===== src/rtl/mem_lsu.sv =====
// MEM-stage load/store unit: one bus request per aligned access, with the pipeline
// stalled until the response has been retired through the DONE state.
module mem_lsu #(
  parameter int unsigned XLEN = 32
) (
  input  logic            clk,
  input  logic            reset,
  input  logic            MemReadM,
  input  logic            MemWriteM,
  input  logic [2:0]      funct3M,
  input  logic [XLEN-1:0] ALUResultM,
  input  logic [XLEN-1:0] WriteDataM,
  output logic            dmem_req_valid,
  input  logic            dmem_req_ready,
  output logic [XLEN-1:0] dmem_addr,
  output logic            dmem_we,
  output logic [3:0]      dmem_wstrb,
  output logic [XLEN-1:0] dmem_wdata,
  input  logic            dmem_rsp_valid,
  input  logic [XLEN-1:0] dmem_rdata,
  output logic [XLEN-1:0] ReadDataM,
  output logic            StallM,
  output logic            MisalignM
);

  typedef enum logic [1:0] {S_IDLE, S_REQ, S_WAIT, S_DONE} state_t;

  state_t          state;
  logic            access;
  logic            misalign;
  logic [3:0]      st_strb;
  logic [XLEN-1:0] st_data;
  logic [7:0]      ld_byte;
  logic [15:0]     ld_half;
  logic [XLEN-1:0] ld_data;

  logic [XLEN-1:0] addr_q;
  logic            we_q;
  logic [3:0]      strb_q;
  logic [XLEN-1:0] wdata_q;
  logic [2:0]      f3_q;
  logic [1:0]      off_q;
  logic [XLEN-1:0] load_q;

  always_comb begin
    access   = MemReadM | MemWriteM;
    misalign = 1'b0;
    case (funct3M[1:0])
      2'b00:   misalign = 1'b0;
      2'b01:   misalign = ALUResultM[0];
      default: misalign = |ALUResultM[1:0];
    endcase
  end

  always_comb begin
    st_strb = '0;
    st_data = '0;
    if (MemWriteM) begin
      case (funct3M[1:0])
        2'b00: begin
          st_strb = 4'b0001 << ALUResultM[1:0];
          st_data = {4{WriteDataM[7:0]}};
        end
        2'b01: begin
          st_strb = 4'b0011 << ALUResultM[1:0];
          st_data = {2{WriteDataM[15:0]}};
        end
        default: begin
          st_strb = 4'b1111;
          st_data = WriteDataM;
        end
      endcase
    end
  end

  // Extraction uses the offset and size latched at issue, not the live MEM inputs.
  always_comb begin
    ld_byte = dmem_rdata[7:0];
    case (off_q)
      2'd1:    ld_byte = dmem_rdata[15:8];
      2'd2:    ld_byte = dmem_rdata[23:16];
      2'd3:    ld_byte = dmem_rdata[31:24];
      default: ld_byte = dmem_rdata[7:0];
    endcase
    ld_half = off_q[1] ? dmem_rdata[31:16] : dmem_rdata[15:0];
    case (f3_q)
      3'b000:  ld_data = {{(XLEN-8){ld_byte[7]}}, ld_byte};
      3'b001:  ld_data = {{(XLEN-16){ld_half[15]}}, ld_half};
      3'b100:  ld_data = {{(XLEN-8){1'b0}}, ld_byte};
      3'b101:  ld_data = {{(XLEN-16){1'b0}}, ld_half};
      default: ld_data = dmem_rdata;
    endcase
  end

  always_ff @(posedge clk) begin
    if (reset) begin
      state   <= S_IDLE;
      addr_q  <= '0;
      we_q    <= 1'b0;
      strb_q  <= '0;
      wdata_q <= '0;
      f3_q    <= '0;
      off_q   <= '0;
      load_q  <= '0;
    end else begin
      case (state)
        S_IDLE: begin
          if (access && !misalign) begin
            addr_q  <= {ALUResultM[XLEN-1:2], 2'b00};
            we_q    <= MemWriteM;
            strb_q  <= st_strb;
            wdata_q <= st_data;
            f3_q    <= funct3M;
            off_q   <= ALUResultM[1:0];
            state   <= S_REQ;
          end
        end
        S_REQ: begin
          if (dmem_req_ready) state <= S_WAIT;
        end
        S_WAIT: begin
          if (dmem_rsp_valid) begin
            load_q <= ld_data;
            state  <= S_DONE;
          end
        end
        S_DONE:  state <= S_IDLE;
        default: state <= S_IDLE;
      endcase
    end
  end

  // Stall and misalign must react to the access in the same cycle it appears.
  always_comb begin
    dmem_req_valid = !reset && (state == S_REQ);
    dmem_addr      = addr_q;
    dmem_we        = we_q & ~reset;
    dmem_wstrb     = reset ? 4'b0000 : strb_q;
    dmem_wdata     = wdata_q;
    StallM         = !reset && (((state == S_IDLE) && access && !misalign) ||
                                (state == S_REQ) || (state == S_WAIT));
    MisalignM      = !reset && (state == S_IDLE) && access && misalign;
    ReadDataM      = (!reset && (state == S_DONE) && !we_q) ? load_q : '0;
  end

endmodule


===== config.mk =====
export PLATFORM = sky130hd
export DESIGN_NAME = mem_lsu
export DESIGN_NICKNAME = d
export VERILOG_FILES = /design/src/rtl/mem_lsu.sv
export SDC_FILE = /design/constraint.sdc
export NUM_CORES = 1
export LEC_CHECK = 0
export CAP_MARGIN = 30
export CORE_MARGIN = 1.5
export CORE_UTILIZATION = 36
export CTS_CLUSTER_SIZE = 8
export DETAILED_ROUTE_END_ITERATION = 16
export PLACE_DENSITY = 0.7
export SLEW_MARGIN = 20
export SYNTH_ARGS = -nofsm -noshare
export SYNTH_HDL_FRONTEND = slang
export SYNTH_SLANG_ARGS = --single-unit

===== constraint.sdc =====
create_clock -name clk -period 6.9 [get_ports clk]
set_clock_uncertainty 0.05 [all_clocks]
set_input_delay 2.07 -clock clk [delete_from_list [all_inputs] [get_ports clk]]
set_output_delay 2.07 -clock clk [all_outputs]
set_load 0.05 [all_outputs]

==> summary.txt, run 1 <==
Critical path
  • CP peak stage delay: 0.80 ns
  • FF-to-FF path depth: 7
  • WP depth: 5
  • Arr. time, crit path: 3.83 ns
  • Critical-path cell list: buf_2, nor3b_2, buf_4, and2_1, clkdlybuf4s50_1
  • Critical path peak fanout: 32
  • Critical path's slowest cell: clkdlybuf4s50_1
  • Worst Setup Start Kind: input port
  • Crit end category: output port
  • Worst path bufs/invs: 3
  • Top cell family by delay on the critical path: buffers and inverters
  • Critical setup path kind: input port to output port
  • Req. time, crit path: 4.78 ns
  • R2r setup slk: 4.59 ns

Global routing
  • Initial antenna violation count: 0
  • Vias in the first global route: 4,793
  • Global-route wire length before repair: 24,100 um
  • GRT overflow: 0
  • Largest net degree at the start of global routing: 44
  • GRT Total Usage: 0.213

Clocking
  • Total setup buffers inserted after CTS: 0
  • CTS tree: yes
  • Post-CTS Hold Buffers: 0
  • CTS root buffer: clkbuf_16
  • H-tree depth: 3
  • CTS resizes: 0
  • Skew-Pair Late Insertion Delay: 0.34 ns
  • Clock tree sinks: 106
  • Clock Path Buffers: 2
  • CTS clk-pin slew, worst paths: 0.06 ns
  • Clock buffer count from CTS: 9

Routing
  • Initial DRC Count: 318
  • DR pass1 iterations: 4
  • Routed len/inst: 15.8 um
  • Routed WL: 14,900 um
  • DRC viols: 0
  • Vias after detailed routing: 4,719
  • Final ANT Viol Nets: 0
  • Vias per cell: 5.01

Die
  • Die height: 118 um
  • Die Width: 118 um
  • Num rows: 41
  • Core area: 12,800 um^2
  • Initial core utilization: 0.373
  • Die footprint: 13,900 um^2
  • IO Count: 209

Flow run
  • Max-cap violations: 0

Yosys
  • Sequential area share after synthesis: 0.446
  • Top cell type by total area after synthesis: dfxtp_1
  • Top cell type's share of synthesized area: 0.446
  • Post-synth EDFFs: 0
  • Synth cell types: 40
  • Post-synth ARST share: 0
  • Primary FF master, synth: dfxtp_1
  • Synth warn: 0
  • Synth top area cells: dfxtp_1, nand2_1, mux2i_1, a21oi_1, and2_1
  • Mapped cell area: 4760 um^2
  • Number of cells produced by synthesis: 583
  • Yosys reg bits: 106
  • Synth Area per Inst: 8.16 um^2

Timing
  • Final min period: 5.95 ns
  • Least-Margin Pin Slew: 0.824 ns
  • Slew headroom: 0.449
  • Final setup fails: 0
  • Fmax: 168 MHz
  • RSZ-0062 raised after global routing: no
  • Max-slew violations: 0
  • Hold Vio Cnt, Final: 0
  • Period utilization: 0.862
  • Setup TNS: 0 ns

Cells and area
  • Nets: 874
  • Utilization after layout: 0.571
  • Layout cells sized above 1: 0.0584
  • Ant diodes: 0
  • Area Overhead vs Synth: 53.2%
  • Fill count: 1,152

Power
  • VDD IR max: 0.130 mV
  • Pwr Density: 279 nW/um^2
  • Total Power: 2.04 mW
  • Pleak: 2.63 nW

Place
  • DP HPWL: 11,000 um
  • Port Buffers: 206
  • Routability Congestion: 0.849

Status
  • Outcome: finished clean

Worst hold path
  • Hold Crit Depth: 2
  • Tightest Hold Check Type: flip-flop to flip-flop
## path summary, 6_finish.rpt
kind | start | end
min | dmem_addr[18] | dmem_addr[18]
min reg2reg | dmem_addr[18] | dmem_addr[18]
max | reset | ReadDataM[15]
max reg2reg | state[1] | dmem_addr[28]
## state kept, by name (all words and copies together) (netlist names)
register	cells
dmem_wdata	32
off_q	2
strb_q	4
state	2
f3_q	3
we_q	1
dmem_addr	30
load_q	32
## cell usage in the layout (no fill, tap or decap), drive strengths merged
master         Yosys  final
clkbuf            28     11
and2              33     33
clkdlybuf4s50      0    203
nor3b              2      2
buf               18     13
a221o              1      1
a211oi            26     26
nor2              37     37
a21boi             2      2
mux2              10     10
a21oi             44     44
o31ai              7      7
a21o               1      1
dfxtp            106    106
o22ai              8      8
and3               2      2
nor4               1      1
o21a               2      2
clkinv             0      2
nand2b             5      5
ha                 4      4
nand2            134    134
conb               1      2
or2                2      2
clkinvlp           0      1
nand3b            13     13
a22o               8      8
bufinv             0      2
nor2b              8      8
o2bb2ai            5      5
o21ai             35     35
nand3              7      7
inv                5      5
nor3               1      1
xnor2              1      1
a31oi              2      2
mux2i             24     24
## layer usage
layer  global-route usage  share of wire
met1                0.265           0.45
met2                0.352           0.46
met3               0.0552          0.071
met4               0.0823          0.023
met5                    0              0
## cell usage after synthesis, types with 4 or more instances
cell,number
a211oi_1,25
a21oi_1,44
a22o_1,8
and2_1,33
buf_2,15
clkbuf_1,28
dfxtp_1,106
ha_1,4
inv_1,5
mux2_2,9
mux2i_1,24
nand2_1,134
nand2b_1,5
nand3_1,7
nand3b_1,13
nor2_1,36
nor2b_1,8
o21ai_0,33
o22ai_1,8
o2bb2ai_1,5
o31ai_1,7
## layout make-up
cell class | count | area, um^2 | share of cell area
well taps | 172 | 215 | 0.0295
repair buffers | 216 | 2180 | 0.299
clock buffers | 11 | 243 | 0.0333
clock inverters | 5 | 77.6 | 0.0106
inverters | 5 | 18.8 | 0.00257
multi-input cells | 427 | 2430 | 0.334
flip-flops and latches | 106 | 2120 | 0.291
## kinds of logic after synthesis
kind of cell	synth area share
compound gates	0.186
buf+inv	0.0458
mux	0.0749
flops	0.446
other cells	0.000788
fa+ha+maj	0.0105
xor+xnor	0.00184
simple gates	0.235
## tightest hold or removal path, stage by stage (launching register included)
cell     delay (ns)
dfxtp_1        0.31
nand2_1        0.05
a21oi_1        0.05
## power breakdown
group          total, mW  switching (mW)  leakage (nW)  internal [mW]
sequential         0.763          0.0610         0.863          0.702
clock              0.554           0.227         0.156          0.327
combinational      0.719           0.447          1.61          0.272
## through the flow
stage                     hold slack, ns  area (um^2)  worst slack (ns)  cells
after floorplan                    0.367         4760              1.11    584
after global placement             0.387         6930             0.982    924
after detailed placement           0.396         6970             0.913    926
after CTS                          0.406         7290             0.910    942
after global routing               0.432         7290             0.851    942
final                              0.404         7290             0.951    942
No activity file was read; power rests on OpenSTA's default activity.
==> run 2: changes to the inputs <==
--- a/config.mk
+++ b/config.mk
@@ -10,7 +10,7 @@
 export CORE_UTILIZATION = 36
 export CTS_CLUSTER_SIZE = 8
 export DETAILED_ROUTE_END_ITERATION = 16
-export PLACE_DENSITY = 0.7
+export PLACE_DENSITY = 0.67
 export SLEW_MARGIN = 20
 export SYNTH_ARGS = -nofsm -noshare
 export SYNTH_HDL_FRONTEND = slang
==> constraint.sdc (replaced) <==
create_clock -name clk -period 6.35 [get_ports clk]
set_clock_uncertainty 0.05 [all_clocks]
set_input_delay 1.905 -clock clk [delete_from_list [all_inputs] [get_ports clk]]
set_output_delay 1.905 -clock clk [all_outputs]
set_load 0.05 [all_outputs]
==> run 2 against run 1 <==
Compared with the run above: first-iteration DRC count is 1.3% lower; global-route usage increased by 0.40 points; count of clock-buffer cells in the layout is 1 lower; design area down 0.29%; combinational power rose by 8.5%; clock power grew 8.5%; worst hold slack lost 0.00056 ns; total power rose by 8.4%; die area stayed put; critical endpoint unchanged.
==> summary.txt, run 2 (synthesis gave the netlist of run 1 again) <==
Status
  • Outcome: finished clean

Cells and area
  • Nets: 874
  • Layout cells sized above 1: 0.0597
  • Most frequent cells in the layout: clkdlybuf4s50_1, nand2_1, dfxtp_1, a21oi_1, nor2_1
  • Area Overhead vs Synth: 52.7%
  • Final Cell Area: 7270 um^2
  • Ant diodes: 0
  • Commonest non-fill, non-tap cell in the layout: clkdlybuf4s50_1

Timing
  • Slew headroom: 0.430
  • Max-slew violations: 0
  • Setup TNS: 0 ns
  • Final setup fails: 0
  • Least-Margin Pin Slew: 0.852 ns
  • Period utilization: 0.844
  • Hold Vio Cnt, Final: 0
  • Fmax: 187 MHz
  • RSZ-0062 raised after global routing: no
  • Final min period: 5.36 ns

Critical path
  • Req. time, crit path: 4.39 ns
  • FF-to-FF Start: off_q[1]
  • Critical path peak fanout: 32
  • Critical setup path kind: input port to output port
  • Worst Setup Start Kind: input port
  • Reg2reg end: load_q[31]
  • Arr. time, crit path: 3.41 ns
  • Crit end category: output port
  • FF-to-FF path depth: 4
  • R2r setup slk: 4.15 ns

Place
  • DP HPWL: 11,000 um
  • Port Buffers: 206
  • Placed Area: 6950 um^2
  • Routability Congestion: 0.824

Clocking
  • H-tree depth: 3
  • Skew-Pair Late Insertion Delay: 0.35 ns
  • Clock Path Buffers: 2
  • CTS tree: yes
  • Clock buffer count from CTS: 9
  • CTS clk-pin slew, worst paths: 0.07 ns
  • Clock tree sinks: 106
  • CTS resizes: 0
  • CTS root buffer: clkbuf_16
  • Total setup buffers inserted after CTS: 0
  • Post-CTS Hold Buffers: 0

Global routing
  • Largest net degree at the start of global routing: 55
  • Initial antenna violation count: 0
  • Global-route wire length before repair: 24,300 um
  • GRT Total Usage: 0.217
  • GRT overflow: 0
  • Vias in the first global route: 4,696

Die
  • Die height: 118 um
  • Die footprint: 13,900 um^2
  • Core area: 12,800 um^2
  • Die Width: 118 um
  • Num rows: 41
  • IO Count: 209
  • Initial core utilization: 0.373

Routing
  • Routed WL: 15,000 um
  • Final ANT Viol Nets: 0
  • Routed len/inst: 16.0 um
  • DR pass1 iterations: 4
  • Vias after detailed routing: 4,739
  • DRC viols: 0
  • Vias per cell: 5.03
  • Initial DRC Count: 314

Power
  • Pleak: 2.63 nW
  • VDD IR max: 0.174 mV
  • Pwr Density: 304 nW/um^2

Worst hold path
  • Tightest Hold Check Type: flip-flop to flip-flop
  • Hold Crit Depth: 2
  • Worst hold endpoint: dmem_addr[8]
  • Hold Startpoint: dmem_addr[8]

Flow run
  • Max-cap violations: 0
[run 2: cell count changes in the layout (fill, tap and decap cells not counted), sizes merged]
cell | previous run | this run
clkbuf | 11 | 10
clkinv | 2 | 4
clkinvlp | 1 | 0
[run 2: power by group]
group | switching [mW] | total (mW) | internal, mW
sequential | 0.0631 | 0.826 | 0.763
clock | 0.247 | 0.601 | 0.354
combinational | 0.488 | 0.780 | 0.291
total | 0.799 | 2.21 | 1.41
[run 2: how the worst max path moves through the flow]
stage,from,end,slack (ns),cells past startpoint
2_1_floorplan,funct3M[1],MisalignM,0.89,4
6_report,reset,ReadDataM[15],0.99,5
4_1_cts,reset,ReadDataM[15],0.96,5
5_1_grt,reset,ReadDataM[7],0.90,5
3_5_place_dp,reset,ReadDataM[15],0.96,5
3_3_place_gp,reset,ReadDataM[23],1.01,5
[run 2: cell type report]
type | instances | area (um^2)
clock buffers | 10 | 239
clock inverters | 6 | 80.1
fillers | 1177 | 5510
inverters | 5 | 18.8
multi-input cells | 427 | 2430
flip-flops and latches | 106 | 2120
well taps | 172 | 215
repair buffers | 216 | 2160
[run 2: metal layers]
metal,GRT usage,part of all wire,vias up
met5,0,0,-
met4,0.0716,0.016,0
met3,0.0872,0.10,16
met2,0.353,0.46,193
met1,0.261,0.42,2186
li1,-,-,2344
[run 2: through the flow]
stage          std cells  hold WS, ns  total power [mW]  utilization  worst slack [ns]
2_1_floorplan        584        0.367              1.33            -             0.894
3_3_place_gp         925        0.385              1.60        0.543              1.01
3_5_place_dp         926        0.392              1.62        0.544             0.964
4_1_cts              942        0.405              2.23        0.569             0.964
5_1_grt              942        0.420              2.31        0.569             0.900
6_report             942        0.403              2.21        0.569             0.989
[run 2: worst max-delay path, cell delays in order]
cell and delay [ns]:
buf_2 0.11, nor3b_2 0.14, buf_4 0.26, and2_1 0.16, clkdlybuf4s50_1 0.81
==> run 3: changes to the inputs <==
==> constraint.sdc (replaced) <==
create_clock -name clk -period 5.2 [get_ports clk]
set_clock_uncertainty 0.05 [all_clocks]
set_input_delay 1.56 -clock clk [delete_from_list [all_inputs] [get_ports clk]]
set_output_delay 1.56 -clock clk [all_outputs]
set_load 0.05 [all_outputs]
==> run 3 against run 2 <==
Compared with the run above: design area down 1.7%; utilization is 0.99 points lower; register-to-register slack worse by 1.4 ns; largest power group unchanged; highest routed layer unchanged.
==> summary.txt, run 3 (synthesis gave the netlist of run 1 again) <==
Clocking
  • Clock buffer count from CTS: 9
  • CTS resizes: 0
  • CTS tree: yes
  • CTS root buffer: clkbuf_16
  • Post-CTS Hold Buffers: 0
  • Total setup buffers inserted after CTS: 0
  • CTS clk-pin slew, worst paths: 0.07 ns
  • Clock tree sinks: 106
  • Skew-Pair Late Insertion Delay: 0.35 ns
  • H-tree depth: 3
  • Clock Path Buffers: 2

Worst hold path
  • Worst hold endpoint: load_q[5]
  • Hold Crit Depth: 2
  • Hold Startpoint: load_q[5]
  • Tightest Hold Check Type: flip-flop to flip-flop

Critical path
  • R2r setup slk: 2.77 ns
  • FF-to-FF path depth: 7
  • Crit end category: output port
  • Reg2reg end: dmem_addr[23]
  • Req. time, crit path: 3.59 ns
  • Arr. time, crit path: 2.98 ns
  • Critical path peak fanout: 8
  • Top cell family by delay on the critical path: buffers and inverters
  • Critical setup path kind: input port to output port
  • Critical path's slowest cell: clkdlybuf4s50_1
  • Worst Setup Start Kind: input port
  • Worst path bufs/invs: 2
  • CP peak stage delay: 0.69 ns
  • FF-to-FF Start: state[1]
  • Critical-path cell list: clkdlybuf4s50_1, a21oi_1, nor3b_1, buf_12

Die
  • Initial core utilization: 0.373
  • Die footprint: 13,900 um^2
  • IO Count: 209
  • Core area: 12,800 um^2
  • Die height: 118 um
  • Die Width: 118 um
  • Num rows: 41

Power
  • Internal power: 1.62 mW
  • Share of power burned in combinational logic: 0.368
  • Pwr Density: 364 nW/um^2
  • Sw frac: 0.376
  • Part of the power in registers: 0.388
  • Switch Pwr: 0.977 mW
  • VDD IR max: 0.209 mV
  • Pleak: 2.67 nW
  • Clk pwr share: 0.244

Timing
  • Setup TNS: 0 ns
  • Max-slew violations: 0
  • Slew headroom: 0.418
  • Period utilization: 0.882
  • Least-Margin Pin Slew: 0.873 ns
  • Hold Vio Cnt, Final: 0
  • Final min period: 4.59 ns
  • RSZ-0062 raised after global routing: no
  • Final setup fails: 0
  • Fmax: 218 MHz

Routing
  • Routed len/inst: 16.4 um
  • DR pass1 iterations: 4
  • Initial DRC Count: 375
  • Routed WL: 15,400 um
  • Final ANT Viol Nets: 0
  • Vias per cell: 4.97
  • DRC viols: 0
  • Vias after detailed routing: 4,686

Cells and area
  • Fill count: 1,200
  • Commonest non-fill, non-tap cell in the layout: clkdlybuf4s50_1
  • Ant diodes: 0
  • Most frequent cells in the layout: clkdlybuf4s50_1, nand2_1, dfxtp_1, a21oi_1, buf_4
  • Final Non-Filler Cells: 942
  • Layout cells sized above 1: 0.100
  • Area Overhead vs Synth: 50.1%
  • Nets: 874

Place
  • Port Buffers: 206
  • Placed cell count: 926
  • Routability Congestion: 0.848
  • DP HPWL: 11,300 um

Global routing
  • Vias in the first global route: 4,722
  • Global-route wire length before repair: 24,700 um
  • GRT overflow: 0
  • Largest net degree at the start of global routing: 52
  • Initial antenna violation count: 0
  • GRT Total Usage: 0.224

Status
  • Outcome: finished clean

Flow run
  • Max-cap violations: 0
[run 3: cell count changes in the layout (fill, tap and decap cells not counted)]
cell / change
buf_4: +32
clkdlybuf4s50_1: -32
bufinv_16: -2
clkinvlp_4: +2
clkbuf_1: +1
clkinv_2: -1
[run 3: cell type report]
class / count / area, um^2 / area share
multi-input cells: 427 / 2430 / 0.341
flip-flops and latches: 106 / 2120 / 0.297
repair buffers: 216 / 2080 / 0.291
clock buffers: 11 / 243 / 0.0340
well taps: 172 / 215 / 0.0301
clock inverters: 5 / 30.0 / 0.00420
inverters: 5 / 18.8 / 0.00263
[run 3: power by group through the flow]
| stage | clock, mW | sequential (mW) | combinational [mW] |
|---|---|---|---|
| 6_report | 0.634 | 1.01 | 0.958 |
| 5_1_grt | 0.686 | 1.03 | 1.03 |
| 4_1_cts | 0.657 | 1.01 | 0.963 |
| 3_5_place_dp | 0 | 1.03 | 0.960 |
| 3_3_place_gp | 0 | 1.03 | 0.940 |
| 2_1_floorplan | 0 | 1.22 | 0.403 |
[run 3: worst max-delay path by stage]
stage               cells past startpoint     startpoint         to  slack [ns]
finish                                  4  ALUResultM[1]  MisalignM        0.61
global route                            5     funct3M[1]     StallM        0.50
CTS                                     4  ALUResultM[1]  MisalignM        0.60
detailed placement                      4  ALUResultM[1]  MisalignM        0.61
global placement                        4  ALUResultM[1]  MisalignM        0.63
floorplan                               4     funct3M[1]  MisalignM        0.43
[run 3: worst min-delay path, delay by kind of cell, from the launching register on]
kind,cells,cell delay [ns]
compound gates,1,0.05
flops,1,0.32
simple gates,1,0.05
[run 3: per-stage QoR]
step                worst slack (ns)   util  hold WS (ns)  cell area (um^2)  total power, mW
global route                   0.498  0.559         0.426              7140             2.74
global placement               0.625  0.537         0.377              6850             1.97
floorplan                      0.434      -         0.367              4760             1.63
detailed placement             0.609  0.538         0.387              6870             1.98
CTS                            0.602  0.559         0.403              7140             2.63
finish                         0.614  0.559         0.399              7140             2.60
[run 3: metal layers]
layer	vias to the layer above	GRT usage	routed length (um)
met3	21	0.0896	1670
li1	2332	-	-
met5	-	0	0
met1	2135	0.287	6810
met2	198	0.342	6660
met4	0	0.0701	261
